[config.mk]
export PLATFORM = sky130hd
export DESIGN_NAME = turret_bullet_launcher
export DESIGN_NICKNAME = d
export VERILOG_FILES = /design/src/rtl/turret_bullet_launcher_pkg.sv /design/src/rtl/turret_bullet_launcher_ammo_counter.sv /design/src/rtl/turret_bullet_launcher.sv
export SDC_FILE = /design/constraint.sdc
export NUM_CORES = 1
export LEC_CHECK = 0
export ABC_AREA = 1
export ABC_CLOCK_PERIOD_IN_PS = 6800
export CORE_MARGIN = 3
export CORE_UTILIZATION = 56
export CTS_BUF_LIST = sky130_fd_sc_hd__clkbuf_8 sky130_fd_sc_hd__clkbuf_16
export DETAILED_ROUTE_END_ITERATION = 8
export DONT_BUFFER_PORTS = 1
export PLACE_DENSITY = 0.77
export SKIP_LAST_GASP = 1
export SLEW_MARGIN = 20
export SYNTH_ARGS = -nofsm -noshare
export SYNTH_HDL_FRONTEND = slang
export SYNTH_SLANG_ARGS = --single-unit
[constraint.sdc]
create_clock -name clk2 -period 6.8 [get_ports clk2]
set_clock_uncertainty 0.15 [all_clocks]
set_input_delay 0.68 -clock clk2 [delete_from_list [all_inputs] [get_ports clk2]]
set_output_delay 0.68 -clock clk2 [all_outputs]
set_load 0.02 [all_outputs]
[src/rtl/turret_bullet_launcher_pkg.sv]
// Shared constants and types for the turret bullet launcher.
// Angle one-hot bit order: 90,60,45,30,0,330,315,300,270 degrees.
package turret_pkg;

    localparam int ANGLE_90_BIT  = 0;
    localparam int ANGLE_60_BIT  = 1;
    localparam int ANGLE_45_BIT  = 2;
    localparam int ANGLE_30_BIT  = 3;
    localparam int ANGLE_0_BIT   = 4;
    localparam int ANGLE_330_BIT = 5;
    localparam int ANGLE_315_BIT = 6;
    localparam int ANGLE_300_BIT = 7;
    localparam int ANGLE_270_BIT = 8;

    localparam logic [8:0] ANGLE_0 = 9'(1) << ANGLE_0_BIT;

    localparam logic [7:0] FIRE_KEY = 8'h2C;

    localparam int SPEED          = 2;
    localparam int MAX_AMMO       = 3;
    localparam int RELOAD_FRAMES  = 60;
    localparam int EXPLODE_FRAMES = 8;
    localparam int AMMO_W         = $clog2(MAX_AMMO + 1);

    localparam logic signed [11:0] X_MIN = 12'sd0;
    localparam logic signed [11:0] X_MAX = 12'sd639;
    localparam logic signed [11:0] Y_MIN = 12'sd0;
    localparam logic signed [11:0] Y_MAX = 12'sd479;

    typedef enum logic [1:0] {
        IDLE    = 2'd0,
        LAUNCH  = 2'd1,
        FLIGHT  = 2'd2,
        EXPLODE = 2'd3
    } launcher_state_e;

    function automatic logic in_range(input logic signed [11:0] v,
                                      input logic signed [11:0] lo,
                                      input logic signed [11:0] hi);
        return (v >= lo) && (v <= hi);
    endfunction

endpackage

[src/rtl/turret_bullet_launcher_ammo_counter.sv]
// Magazine counter: spends one round per launch and refills one round
// every RELOAD_FRAMES frames while not full.
module bullet_ammo_counter
    import turret_pkg::*;
(
    input  logic              clk2,
    input  logic              Reset,
    input  logic              frame_tick,
    input  logic              consume,
    output logic [AMMO_W-1:0] ammo,
    output logic              empty
);

    localparam int                RELOAD_W    = $clog2(RELOAD_FRAMES);
    localparam logic [RELOAD_W-1:0] RELOAD_LAST = RELOAD_W'(RELOAD_FRAMES - 1);
    localparam logic [AMMO_W-1:0] AMMO_FULL   = AMMO_W'(MAX_AMMO);

    logic [AMMO_W-1:0]   ammo_q, ammo_d;
    logic [RELOAD_W-1:0] reload_cnt_q, reload_cnt_d;
    logic                not_full, reload, take;

    // A launch and a reload landing together cancel out; the counter still restarts.
    always_comb begin
        not_full     = (ammo_q != AMMO_FULL);
        reload       = not_full && frame_tick && (reload_cnt_q == RELOAD_LAST);
        take         = consume && (ammo_q != '0);
        reload_cnt_d = reload_cnt_q;
        ammo_d       = ammo_q;
        if (!not_full || reload) begin
            reload_cnt_d = '0;
        end else if (frame_tick) begin
            reload_cnt_d = reload_cnt_q + RELOAD_W'(1);
        end
        if (take && !reload) begin
            ammo_d = ammo_q - AMMO_W'(1);
        end else if (reload && !take) begin
            ammo_d = ammo_q + AMMO_W'(1);
        end
    end

    always_ff @(posedge clk2) begin
        if (!Reset) begin
            ammo_q       <= AMMO_FULL;
            reload_cnt_q <= '0;
        end else begin
            ammo_q       <= ammo_d;
            reload_cnt_q <= reload_cnt_d;
        end
    end

    assign ammo  = ammo_q;
    assign empty = (ammo_q == '0);

endmodule

[src/rtl/turret_bullet_launcher.sv]
// Turns a fire keypress into a single projectile: launch, per-frame flight,
// screen-edge detection and a timed explosion, gated by the ammo counter.
module turret_bullet_launcher
    import turret_pkg::*;
(
    input  logic              clk2,
    input  logic              Reset,
    input  logic              frame_tick,
    input  logic [7:0]        keycode,
    input  logic [8:0]        angle_onehot,
    input  logic [9:0]        motion_x,
    input  logic [9:0]        motion_y,
    input  logic [9:0]        turret_x,
    input  logic [9:0]        turret_y,
    output logic              bullet_active,
    output logic              bullet_exploding,
    output logic [9:0]        bullet_x,
    output logic [9:0]        bullet_y,
    output logic [8:0]        bullet_angle,
    output logic [AMMO_W-1:0] ammo,
    output logic              fire_reject
);

    localparam int                  EXPL_W    = $clog2(EXPLODE_FRAMES);
    localparam logic [EXPL_W-1:0]   EXPL_LAST = EXPL_W'(EXPLODE_FRAMES - 1);
    localparam logic signed [11:0]  SPEED_S   = 12'(SPEED);

    launcher_state_e   state_q, state_d;
    logic              key_q, key_d;
    logic              active_q, active_d;
    logic              exploding_q, exploding_d;
    logic              reject_q, reject_d;
    logic [9:0]        x_q, x_d, y_q, y_d;
    logic [9:0]        vx_q, vx_d, vy_q, vy_d;
    logic [8:0]        angle_q, angle_d;
    logic [EXPL_W-1:0] expl_cnt_q, expl_cnt_d;
    logic              fire_hit, press, consume, ammo_empty;
    logic signed [11:0] vx_ext, vy_ext, nx, ny;

    bullet_ammo_counter u_ammo (
        .clk2       (clk2),
        .Reset      (Reset),
        .frame_tick (frame_tick),
        .consume    (consume),
        .ammo       (ammo),
        .empty      (ammo_empty)
    );

    // Next-position math is 12-bit signed so an off-screen step never wraps back on.
    always_comb begin
        fire_hit    = (keycode == FIRE_KEY);
        press       = fire_hit && !key_q;
        key_d       = fire_hit;
        vx_ext      = {{2{vx_q[9]}}, vx_q};
        vy_ext      = {{2{vy_q[9]}}, vy_q};
        nx          = $signed({2'b00, x_q}) + vx_ext * SPEED_S;
        ny          = $signed({2'b00, y_q}) + vy_ext * SPEED_S;
        state_d     = state_q;
        active_d    = active_q;
        exploding_d = exploding_q;
        reject_d    = 1'b0;
        x_d         = x_q;
        y_d         = y_q;
        vx_d        = vx_q;
        vy_d        = vy_q;
        angle_d     = angle_q;
        expl_cnt_d  = expl_cnt_q;
        consume     = 1'b0;
        case (state_q)
            IDLE: begin
                if (press) begin
                    if (!ammo_empty && $onehot(angle_onehot)) begin
                        state_d = LAUNCH;
                    end else begin
                        reject_d = 1'b1;
                    end
                end
            end
            LAUNCH: begin
                angle_d  = angle_onehot;
                vx_d     = motion_x;
                vy_d     = motion_y;
                x_d      = turret_x;
                y_d      = turret_y;
                consume  = 1'b1;
                active_d = 1'b1;
                state_d  = FLIGHT;
            end
            FLIGHT: begin
                if (frame_tick) begin
                    if (in_range(nx, X_MIN, X_MAX) && in_range(ny, Y_MIN, Y_MAX)) begin
                        x_d = nx[9:0];
                        y_d = ny[9:0];
                    end else begin
                        active_d    = 1'b0;
                        exploding_d = 1'b1;
                        expl_cnt_d  = '0;
                        state_d     = EXPLODE;
                    end
                end
            end
            EXPLODE: begin
                if (frame_tick) begin
                    if (expl_cnt_q == EXPL_LAST) begin
                        exploding_d = 1'b0;
                        expl_cnt_d  = '0;
                        state_d     = IDLE;
                    end else begin
                        expl_cnt_d = expl_cnt_q + EXPL_W'(1);
                    end
                end
            end
            default: state_d = IDLE;
        endcase
    end

    always_ff @(posedge clk2) begin
        if (!Reset) begin
            state_q     <= IDLE;
            key_q       <= 1'b0;
            active_q    <= 1'b0;
            exploding_q <= 1'b0;
            reject_q    <= 1'b0;
            x_q         <= '0;
            y_q         <= '0;
            vx_q        <= '0;
            vy_q        <= '0;
            angle_q     <= ANGLE_0;
            expl_cnt_q  <= '0;
        end else begin
            state_q     <= state_d;
            key_q       <= key_d;
            active_q    <= active_d;
            exploding_q <= exploding_d;
            reject_q    <= reject_d;
            x_q         <= x_d;
            y_q         <= y_d;
            vx_q        <= vx_d;
            vy_q        <= vy_d;
            angle_q     <= angle_d;
            expl_cnt_q  <= expl_cnt_d;
        end
    end

    assign bullet_active    = active_q;
    assign bullet_exploding = exploding_q;
    assign bullet_x         = x_q;
    assign bullet_y         = y_q;
    assign bullet_angle     = angle_q;
    assign fire_reject      = reject_q;

endmodule
==> impl_metrics.env <==
export IMPL_rrSetupSlack_ns=3.72
export IMPL_wire_per_inst_um=13.9
export IMPL_synth_edf_count=0
export IMPL_ys_ff_latch=66
export IMPL_cpLargestDelayFamily="adder cells"
export IMPL_die_width_um=92.4
export IMPL_setup_viol=0
export IMPL_min_to="bullet_y[4]$_SDFFE_PN0P_"
export IMPL_cp_data_required_time_ns=6.89
export IMPL_cp_start_kind="input port"
export IMPL_crit_path_end_kind="register"
export IMPL_max_stage_delay_ns=0.51
export IMPL_postCtsSetupRepairBufs=0
export IMPL_period_share=0.539
export IMPL_synth_distinct_cells=34
export IMPL_multi_input_area_mm2=0.00247
export IMPL_p_leak_nw=2.15
export IMPL_holdCritStartpoint="Reset"
export IMPL_syn_inst=627
export IMPL_worst_path_buf_inv=2
export IMPL_fin_util=0.630
export IMPL_clk_pin_slew_worst_paths_ns=0.07
export IMPL_p_per_area_mw_per_mm2=352
export IMPL_syn_area_per_cell_um2=6.66
export IMPL_max_slew_worst_pin_slew_ns=0.482
export IMPL_io_buffers=0
export IMPL_r2r_end="bullet_x[8]$_SDFFE_PN0P_"
export IMPL_start_util=0.595
export IMPL_grt_setup_unrepaired="no"
export IMPL_via_per_inst=5.33
export IMPL_holdWs_ns=0.301
export IMPL_r2r_start="bullet_y[1]$_SDFFE_PN0P_"
export IMPL_cts_made_buffers=9
export IMPL_min_period_ns=3.66
export IMPL_ys_warn_count=0
export IMPL_holdPathStages=2
export IMPL_path_cells="fa_1 > inv_1 > fa_1 > fa_1 > fa_1 > inv_1 > fa_1 > nor2_1 > o211ai_1 > o21ai_0 > nand3_1 > nor2_1 > nor2_1"
export IMPL_fill_cells=643
export IMPL_grt_pass1_vias=3640
export IMPL_synth_async_reset_ratio=0
export IMPL_hold_viol=0
export IMPL_cts_buffer_depth=2
export IMPL_synthFlopType="dfxtp_1"
export IMPL_crit_top_cell="fa_1"
export IMPL_max_cap_violations=0
export IMPL_num_vias=3849
export IMPL_slew_viol_final=0
export IMPL_antenna_found_initial=1
export IMPL_final_setup_tns_ns=0
export IMPL_vdd_drop_max_mv=0.192
export IMPL_antenna_left=0
export IMPL_final_cell_mix="nand2_1 (148), nor2_1 (103), inv_1 (74)"
export IMPL_io_pins=94
export IMPL_gp_congestion=0.900
export IMPL_netlist_area_mm2=0.00418
export IMPL_crit_fanout=3
export IMPL_grt_max_degree=57
export IMPL_fmax_mhz=273
export IMPL_final_common_cell="nand2_1"
export IMPL_drive_gt1_frac=0.0640
export IMPL_status="finished clean"
export IMPL_power_mw=1.56
export IMPL_seq_area_mm2=0.00132
export IMPL_rows=30
export IMPL_postCtsHoldBufs=0
export IMPL_dieArea_mm2=0.00853
export IMPL_slew_limit_headroom=0.678
export IMPL_crit_type="in -> reg"
export IMPL_synthToLayoutAreaGrowth_pct=5.87
export IMPL_critPathSlowestCell="fa_1"
export IMPL_cts_tree="built"
export IMPL_drc=0
export IMPL_drt_iter0_markers=208
export IMPL_fin_nets=715
export IMPL_place_hpwl_mm=7.21
export IMPL_cts_max_level=3
export IMPL_clock_latency_ns=0.35
export IMPL_cts_resized=0
export IMPL_hold_class="in -> reg"
export IMPL_rr_worst_depth=15
export IMPL_track_usage=0.236
export IMPL_post_place_ws_ns=2.77
export IMPL_coreArea_mm2=0.00702
export IMPL_dr_pass1_iters=5
export IMPL_routed_wirelength_mm=10.0
export IMPL_arrival_ns=3.76
export IMPL_root_buffer="clkbuf_8"
export IMPL_synth_seq_area_share=0.316
export IMPL_die_height_um=92.4
export IMPL_finalWorstSetupSlack_ns=3.14
export IMPL_gr_total_overflow=0
export IMPL_cts_sinks=66
export IMPL_grt_pass1_wl_mm=16.2
export IMPL_synth_nets=722
-- state kept, by name, summed over array words and instances (netlist names) --
name,flops
bullet_x,10
bullet_y,10
vx_q,10
vy_q,10
bullet_angle,9
u_ammo.reload_cnt_q,6
expl_cnt_q,3
state_q,2
u_ammo.ammo,2
bullet_active,1
bullet_exploding,1
fire_reject,1
key_q,1
-- cells by family (layout without fill, tap and decap cells) --
logic type	count (synthesis)	after routing	synth area share
and+or+nand+nor	328	328	0.331
AOI/OAI and AO/OA	95	95	0.125
buffers and inverters	95	93	0.0925
DFF	66	66	0.316
adders and majority gates	35	35	0.117
xor gates and xnor gates	6	6	0.0126
muxes	2	2	0.00479
other	0	1	0
-- stage by stage --
step                      cell area (µm²)  cells
after floorplan                      4180    627
after global placement               4220    705
after detailed placement             4220    705
after CTS                            4420    721
after global routing                 4420    722
final                                4420    722
-- synth_stat cells (4+ instances only) --
library cell	n	area, µm²
or2_2	4	25.0
nor3_1	4	20.0
fa_1	7	140
ha_1	28	350
a21oi_1	38	190
nand2_1	148	556
nand4_1	4	25.0
inv_1	73	274
a21oi_2	10	87.6
nor2_1	103	387
nand3_1	50	250
dfxtp_1	66	1320
clkbuf_1	13	48.8
o21ai_0	43	215
-- cell type report --
cell class,instances,area share
Clock buffer,11,0.0342
Multi-Input combinational cell,466,0.558
Sequential cell,66,0.299
Tap cell,96,0.0272
Antenna cell,1,0.000566
Inverter,73,0.0620
Timing Repair Buffer,4,0.00679
Clock inverter,5,0.0122
-- worst register-to-register path, delay by kind of cell (launching register included) --
kind            cells  cell delay (ns)
simple gates       10             1.35
flops               1             0.48
compound gates      1             0.17
buf+inv             2             0.16
fa+ha+maj           2             0.68
-- metal layers --
metal,track usage,part of all wire,vias to the layer above
met3,0.0877,0.077,11
met5,0,0,-
met1,0.271,0.44,1737
met2,0.408,0.48,112
li1,-,-,1989
met4,0.0718,0.0091,0
-- worst max path at each step --
stage	start	endpoint	slack, ns	cells after the start
floorplan	angle_onehot[0]	state_q[1]$_SDFFE_PN0P_	2.94	13
global placement	angle_onehot[0]	state_q[1]$_SDFFE_PN0P_	2.87	13
detailed placement	angle_onehot[0]	state_q[1]$_SDFFE_PN0P_	2.77	13
CTS	angle_onehot[0]	state_q[1]$_SDFFE_PN0P_	3.15	13
global route	angle_onehot[0]	state_q[1]$_SDFFE_PN0P_	2.93	13
finish	angle_onehot[0]	state_q[1]$_SDFFE_PN0P_	3.14	13
-- report_power, final --
| part | internal [mW] | switching [mW] |
|---|---|---|
| clock network | 0.187 | 0.154 |
| registers | 0.487 | 0.137 |
| logic | 0.222 | 0.372 |
(Power assumes the default switching activity.)
